<file path="src/rtl/branch_pkg.sv">
// rtl/branch_pkg.sv - shared types and helpers for branch redirect control
//
// Purpose : ROB tag type, recovery FSM state encoding, default widths and
//           the ROB age helper used when ordering mispredicts.
// Contents: ROB_TAG_W_DEFAULT, XLEN_DEFAULT, rob_tag_t, redir_state_e,
//           rob_age().
package branch_pkg;

   localparam int ROB_TAG_W_DEFAULT = 6;
   localparam int XLEN_DEFAULT      = 32;

   typedef logic [ROB_TAG_W_DEFAULT-1:0] rob_tag_t;

   typedef enum logic [1:0] {
      IDLE     = 2'd0,
      FLUSH    = 2'd1,
      REDIRECT = 2'd2
   } redir_state_e;

   // Distance of a tag from the ROB head; smaller means older. The
   // subtraction wraps naturally at the ROB depth.
   function automatic rob_tag_t rob_age(input rob_tag_t tag, input rob_tag_t head);
      return tag - head;
   endfunction

endpackage

</file>
<file path="src/rtl/branch_stats_ctr.sv">
// rtl/branch_stats_ctr.sv - resolved-branch and mispredict wrap counters
//
// Purpose : two free-running counters that wrap at 2^STAT_W.
// Ports   : clk, rst (sync, active-high)
//           branch_inc      - count one resolved branch
//           mispredict_inc  - count one mispredict
//           branches        - resolved-branch count
//           mispredicts     - mispredict count
module branch_stats_ctr #(
   parameter int STAT_W = 32
) (
   input  logic              clk,
   input  logic              rst,
   input  logic              branch_inc,
   input  logic              mispredict_inc,
   output logic [STAT_W-1:0] branches,
   output logic [STAT_W-1:0] mispredicts
);

   always_ff @(posedge clk) begin
      if (rst) begin
         branches    <= '0;
         mispredicts <= '0;
      end else begin
         if (branch_inc)
            branches <= branches + 1'b1;
         if (mispredict_inc)
            mispredicts <= mispredicts + 1'b1;
      end
   end

endmodule

</file>
<file path="src/rtl/branch_redirect_ctrl.sv">
// rtl/branch_redirect_ctrl.sv - mispredict recovery: backend flush and fetch redirect
//
// Purpose : turns branch-unit mispredictions into a one-cycle flush pulse
//           followed by a held fetch redirect. Keeps only the oldest
//           outstanding mispredict (by ROB age); younger ones are dropped
//           because the flush already squashes them.
// Ports   : clk, rst (sync, active-high)
//           res_valid_i/res_rob_tag_i/res_mispredict_i/res_taken_i/res_target_i
//                              - branch resolution input
//           rob_head_i         - oldest ROB tag, reference for age
//           flush_o/flush_tag_o - squash everything younger than flush_tag_o
//           redirect_valid_o/redirect_pc_o/redirect_ready_i - fetch redirect
//           busy_o             - recovery in progress
//           stat_branches_o/stat_mispredicts_o - statistics
// Config  : BRANCH_STATS_EN enables the statistics counters; otherwise the
//           stat ports are tied to zero.
module branch_redirect_ctrl
   import branch_pkg::*;
#(
   parameter int ROB_TAG_W = ROB_TAG_W_DEFAULT,
   parameter int XLEN      = XLEN_DEFAULT,
   parameter int STAT_W    = 32
) (
   input  logic                 clk,
   input  logic                 rst,
   input  logic                 res_valid_i,
   input  logic [ROB_TAG_W-1:0] res_rob_tag_i,
   input  logic                 res_mispredict_i,
   input  logic                 res_taken_i,
   input  logic [XLEN-1:0]      res_target_i,
   input  logic [ROB_TAG_W-1:0] rob_head_i,
   output logic                 flush_o,
   output logic [ROB_TAG_W-1:0] flush_tag_o,
   output logic                 redirect_valid_o,
   output logic [XLEN-1:0]      redirect_pc_o,
   input  logic                 redirect_ready_i,
   output logic                 busy_o,
   output logic [STAT_W-1:0]    stat_branches_o,
   output logic [STAT_W-1:0]    stat_mispredicts_o
);

   redir_state_e         state;
   logic [ROB_TAG_W-1:0] hold_tag;
   logic [XLEN-1:0]      hold_pc;

   logic                 mispredict;
   logic [ROB_TAG_W-1:0] new_age;
   logic [ROB_TAG_W-1:0] hold_age;
   logic                 older;
   logic                 capture;

   // Direction is not needed for recovery; only the target matters.
   logic unused_taken;
   assign unused_taken = res_taken_i;

   assign mispredict = res_valid_i & res_mispredict_i;

   // Ages are computed at the ROB parameter width so wrap matches ROB depth.
   assign new_age  = res_rob_tag_i - rob_head_i;
   assign hold_age = hold_tag - rob_head_i;
   assign older    = mispredict && (new_age < hold_age);

   // In IDLE any mispredict starts recovery; while busy only a strictly
   // older one replaces the held branch.
   assign capture = (state == IDLE) ? mispredict : older;

   always_ff @(posedge clk) begin
      if (rst) begin
         state <= IDLE;
      end else begin
         case (state)
            IDLE: begin
               if (mispredict)
                  state <= FLUSH;
            end
            FLUSH: begin
               // An older mispredict here re-arms the flush for next cycle.
               if (!older)
                  state <= REDIRECT;
            end
            REDIRECT: begin
               // Older mispredict wins over a same-cycle handshake: the old
               // redirect is either withdrawn or already consumed, and the
               // new branch needs its own flush first.
               if (older)
                  state <= FLUSH;
               else if (redirect_ready_i)
                  state <= IDLE;
            end
            default: state <= IDLE;
         endcase
      end
   end

   always_ff @(posedge clk) begin
      if (rst) begin
         hold_tag <= '0;
         hold_pc  <= '0;
      end else if (capture) begin
         hold_tag <= res_rob_tag_i;
         hold_pc  <= res_target_i;
      end
   end

   // Outputs decode registered state only; no input reaches them directly.
   assign flush_o          = (state == FLUSH);
   assign redirect_valid_o = (state == REDIRECT);
   assign busy_o           = (state != IDLE);
   assign flush_tag_o      = hold_tag;
   assign redirect_pc_o    = hold_pc;

`ifdef BRANCH_STATS_EN
   branch_stats_ctr #(
      .STAT_W(STAT_W)
   ) u_stats (
      .clk            (clk),
      .rst            (rst),
      .branch_inc     (res_valid_i),
      .mispredict_inc (mispredict),
      .branches       (stat_branches_o),
      .mispredicts    (stat_mispredicts_o)
   );
`else
   assign stat_branches_o    = '0;
   assign stat_mispredicts_o = '0;
`endif

endmodule

</file>
<file path="config.mk">
export PLATFORM = sky130hd
export DESIGN_NAME = branch_redirect_ctrl
export DESIGN_NICKNAME = d
export VERILOG_FILES = /design/src/rtl/branch_pkg.sv /design/src/rtl/branch_stats_ctr.sv /design/src/rtl/branch_redirect_ctrl.sv
export SDC_FILE = /design/constraint.sdc
export NUM_CORES = 1
export LEC_CHECK = 0
export BUFFER_PORTS_ARGS = -buffer_cell sky130_fd_sc_hd__buf_2
export CORE_ASPECT_RATIO = 0.75
export CORE_MARGIN = 2
export CORE_UTILIZATION = 49
export CTS_BUF_LIST = sky130_fd_sc_hd__clkbuf_16
export DETAILED_ROUTE_END_ITERATION = 12
export PLACE_DENSITY = 0.93
export SYNTH_ARGS = -nofsm -noshare
export SYNTH_HDL_FRONTEND = slang
export SYNTH_SLANG_ARGS = --single-unit
</file>
<file path="constraint.sdc">
create_clock -name clk -period 9.02 [get_ports clk]
set_clock_uncertainty 0.05 [all_clocks]
set_input_delay 0.902 -clock clk [delete_from_list [all_inputs] [get_ports clk]]
set_output_delay 0.902 -clock clk [all_outputs]
set_load 0.03 [all_outputs]
</file>
After elaboration in Yosys (flattened, before gate mapping)
Index checks and enable logic that the tools add are counted.
{"block": "totals", "regBits": 40, "inputBits": 50}
{"block": "classes", "addsub": 2, "order_cmp": 1, "n_eq_ne": 5, "mux": 6, "n_bitwise": 1, "reduce_logical": 4}
{"cell": "$sub 6x6->6", "count": 2}
{"cell": "$mux 2", "count": 4}
{"cell": "$lt 6x6->1", "count": 1}
{"cell": "$pmux 2 s3", "count": 1}
{"cell": "$ne 2x2->1 const B", "count": 2}
{"cell": "$ne 3x1->1 const B", "count": 1}
{"cell": "$reduce_and 3->1", "count": 1}
{"cell": "$eq 2x1->1 const B", "count": 1}
{"cell": "$eq 2x2->1 const B", "count": 1}
{"cell": "$logic_not 2->1", "count": 1}
{"cell": "$reduce_bool 2->1", "count": 1}
{"cell": "$and 1x1->1", "count": 1}
{"cell": "$logic_and 1x1->1", "count": 1}
{"cell": "$mux 1", "count": 1}

Depth between registers and ports, before layout
{"block": "logic_depth", "word_depth": 5, "mapped_depth": 16, "depth_no_buf": 14}

Worst setup path before layout
Ideal clock, no wire load.
{"block": "synth_timing", "path_kind": "input -> register", "start": "input port rob_head_i[1]", "end": "register hold_tag[1] (netlist: flush_tag_o[1])", "arrival_ns": 3.352, "required_time_ns": 8.898, "path_slack_ns": 5.546, "cell_stages": 15, "path_buffers": 2, "path_cell_list": "inv_1 -> ha_1 -> nor2b_1 -> o21ai_0 -> a21boi_0 -> nor4_1 -> a311o_1 -> ha_1 -> nand2_1 -> o2111ai_2 -> a21oi_4 -> nor2b_4 -> buf_8 -> buf_12 -> mux2i_1"}
{"block": "synth_between", "elab_chain_cells": 4, "word_cells_on_any_way": 5, "cone_classes": "add/sub (2); order compare (1); mux (1); reduce/logical (1)"}
{"element": "start, declared", "line_no": "branch_redirect_ctrl.sv:31", "text": "input logic [ROB_TAG_W-1:0] rob_head_i,"}
{"element": "$sub 6x6->6 (on tied branches)", "line_no": "branch_redirect_ctrl.sv:59, branch_redirect_ctrl.sv:60"}
{"element": "$lt 6x6->1 *", "line_no": "branch_redirect_ctrl.sv:61", "text": "assign older = mispredict && (new_age < hold_age);"}
{"element": "$logic_and 1x1->1 *", "line_no": "branch_redirect_ctrl.sv:61"}
{"element": "$mux 1 *", "line_no": "branch_redirect_ctrl.sv:65", "text": "assign capture = (state == IDLE) ? mispredict : older;"}
{"element": "end signal, assigned", "line_no": "branch_redirect_ctrl.sv:100", "text": "hold_tag <= res_rob_tag_i;"}
{"element": "end, declared", "line_no": "branch_redirect_ctrl.sv:43", "text": "logic [ROB_TAG_W-1:0] hold_tag;"}
Mark *: on every way between the ends. The rest lies on a longest branch, timed or not.
A chain may end at the register's enable or synchronous reset.

Worst setup path in the final report
{"block": "layout_timing", "start": "input port rob_head_i[1]", "end": "register hold_pc[22] (netlist: redirect_pc_o[22])"}
{"block": "layout_between", "elab_chain_cells": 4, "word_cells_on_any_way": 5, "cone_classes": "add/sub (2); order compare (1); mux (1); reduce/logical (1)"}
{"element": "$sub 6x6->6 (on tied branches)", "line_no": "branch_redirect_ctrl.sv:59, branch_redirect_ctrl.sv:60"}
{"element": "$lt 6x6->1 *", "line_no": "branch_redirect_ctrl.sv:61"}
{"element": "$logic_and 1x1->1 *", "line_no": "branch_redirect_ctrl.sv:61"}
{"element": "$mux 1 *", "line_no": "branch_redirect_ctrl.sv:65"}
{"element": "end signal, assigned", "line_no": "branch_redirect_ctrl.sv:101", "text": "hold_pc <= res_target_i;"}
{"element": "end, declared", "line_no": "branch_redirect_ctrl.sv:44", "text": "logic [XLEN-1:0] hold_pc;"}
Marks and branches as above.

==> flow_summary.toml <==
[run_status]
status = "finished clean"

[floorplan]
rows = 23
ios = 155
die_area_mm2 = 0.00643
coreArea_mm2 = 0.00547
initial_core_util_pct = 52.0
die_y_um = 70.0
die_w_um = 92.0

[sta]
max_freq_ghz = 0.228
finalSetupTns_ns = 0
worstMarginPinSlew_ns = 0.894
final_max_slew_viol_count = 0
setup_slack_ns = 4.64
setup_viol = 0
finalCritPeriodShare_pct = 48.6
rsz0062_at_grt = "false"
hold_viol = 0
whs_ns = 0.425
slew_headroom_pct = 40.3
min_period_ns = 4.38

[pwr]
finalPower_mw = 0.622
power_density_mw_per_mm2 = 195
vdd_drop_max_v = 0.000113
leakage_nw = 1.76

[logic_synthesis]
synth_area_per_cell_um2 = 9.08
netlist_area_mm2 = 0.00284
synthTopCellsByArea = "dfxtp_1 (28%), buf_4 (17%), nand2b_1 (17%)"
synthMostInstantiatedCell = "nand2b_1"
ys_types = 31
async_flop_share_pct = 0
ys_warn_count = 0
yosys_register_bits = 40
yosysSeqAreaShare_pct = 28.2
syn_inst = 313
synth_ff_type = "dfxtp_1"
yosys.area.top_type = "dfxtp_1"
synth_top_area_share_pct = 28.2
synth_enable_flop_cells = 0
synth_common_cells = "nand2b_1 (78), buf_4 (65), dfxtp_1 (40), mux2i_1 (38), ha_1 (15)"

[worst_setup_path]
critPathRequiredTime_ns = 9.16
cp-end-kind = "register"
crit_arrival_ns = 4.53
crit_fanout = 24
critPathKind = "input port to register"
r2r_slack_ns = 5.25
timing.rr.start = "flush_tag_o[1]"
r2r_cells = 13
timing.rr.end = "redirect_pc_o[22]"
crit_path_start_kind = "input port"

[grt]
grt_max_degree = 79
grt_pass1_wl_um = 8390
grt_use_total_pct = 15.9
grt_overflow = 0
grt_util_met3_pct = 5.18
grtUsageMet2_pct = 26.9
grt_pass1_vias = 1874
grt_busiest_layer = "met2"
use_met1_pct = 19.3
antenna_found_initial = 0

[detailed_routing]
firstDrtPassIters = 4
routed_wl_um = 5150
post-route-drc-count = 0
wire_per_inst_um = 10.9
initialDrtViolationCount = 41
routed-via-count = 2060
antenna_left = 0
viasPerCell = 4.36

[cts]
post_cts_buffers = 0
cts_buffers = 5
cts_hold_repair.buffers = 0
clk_latency_ns = 0.28
cts-htree-levels = 2
cts.sinks = 40
ctsResizeCount = 0
cts_tree = "built"
clock_path_buffers = 2
cts.root.buffer_cell = "clkbuf_16"
clk_pin_slew_ns = 0.06

[place]
port_buffers = 89
gp_congestion = 0.808
place_ws_ns = 4.34
dp_cells = 465
dp_hpwl_um = 4050

[layout]
fin_cells = 473
nets = 464
n_antenna_cell = 0
fillers = 490
area_growth_pct = 12.5
drive_above_1_share_pct = 25.6

[hold_path]
hold_depth = 2
min_from = "redirect_pc_o[19]"
hold_end = "redirect_pc_o[19]"
hold_path.class = "register to register"

[run]
maxCapViolations = 0
sequential cells by signal (all words and copies together) (netlist names):
register,cells
state,2
redirect_pc_o,32
flush_tag_o,6
how the worst max path moves through the flow:
stage	end	from	slack (ns)
final	redirect_pc_o[22]	rob_head_i[1]	4.64
after CTS	redirect_pc_o[22]	rob_head_i[1]	4.63
after floorplan	flush_tag_o[1]	rob_head_i[1]	5.55
after detailed placement	redirect_pc_o[22]	rob_head_i[1]	4.34
after global routing	redirect_pc_o[22]	rob_head_i[1]	4.37
after global placement	redirect_pc_o[10]	rob_head_i[1]	4.51
routing by layer:
layer | up-vias | part of all wire, % | routed length [µm]
li1 | 1050 | - | -
met1 | 921 | 43 | 2220
met2 | 85 | 47 | 2440
met3 | 4 | 8.7 | 450
met4 | 0 | 0.85 | 44
met5 | - | 0 | 0
final cells by class:
| cell class | count | area (µm²) | area share (%) |
|---|---|---|---|
| clock buffers | 5 | 125 | 3.91 |
| clock inverters | 3 | 18.8 | 0.587 |
| inverters | 14 | 52.6 | 1.64 |
| multi-input cells | 246 | 1650 | 51.7 |
| flip-flops and latches | 40 | 801 | 25.0 |
| well taps | 75 | 93.8 | 2.94 |
| repair buffers | 90 | 453 | 14.2 |
worst max-delay path: stages:
cell,delay (ns)
buf_2,0.07
inv_1,0.10
ha_1,0.29
nor2b_1,0.11
o21ai_0,0.11
a21boi_0,0.39
nor4_1,0.10
a311o_1,0.35
ha_1,0.32
nand2_1,0.10
nor2_1,0.23
a21oi_4,0.11
nor2b_4,0.71
buf_4,0.41
mux2i_1,0.24
through the flow:
step	area [µm²]	util, %
2_1_floorplan	3080	-
3_3_place_gp	3050	55.8
3_5_place_dp	3050	55.8
4_1_cts	3200	58.5
5_1_grt	3200	58.5
6_report	3200	58.5
placed cells by master, fill, tap and decap left out, drive strengths merged:
master / n
clkbuf: 5
a311oi: 1
nor4: 2
buf: 90
nor2b: 5
o2111ai: 1
and2: 2
a21boi: 1
o21ai: 5
dfxtp: 40
ha: 15
nand3: 2
clkinv: 3
fa: 2
nand2b: 78
a21oi: 8
a311o: 1
o31ai: 2
conb: 64
a21o: 1
nor3: 1
xnor2: 2
mux2i: 38
xor2: 4
nand2: 5
nor2: 6
inv: 14
kinds of logic (layout without fill, tap and decap cells):
family | after synthesis | in the layout | share of synthesized area, %
AOI/OAI and AO/OA | 20 | 20 | 5.06
xor gates and xnor gates | 6 | 6 | 1.85
adders and majority gates | 17 | 17 | 8.01
buffers and inverters | 90 | 112 | 22.0
DFF | 40 | 40 | 28.2
muxes | 38 | 38 | 13.4
other | 1 | 64 | 0.132
and+or+nand+nor | 101 | 101 | 21.4
report_power, final:
group          switching, mW  internal, mW
Combinational          0.159        0.0815
Sequential            0.0125         0.199
Clock                 0.0685         0.102
Total                  0.240         0.383
Power figures use the tool's default switching activity.
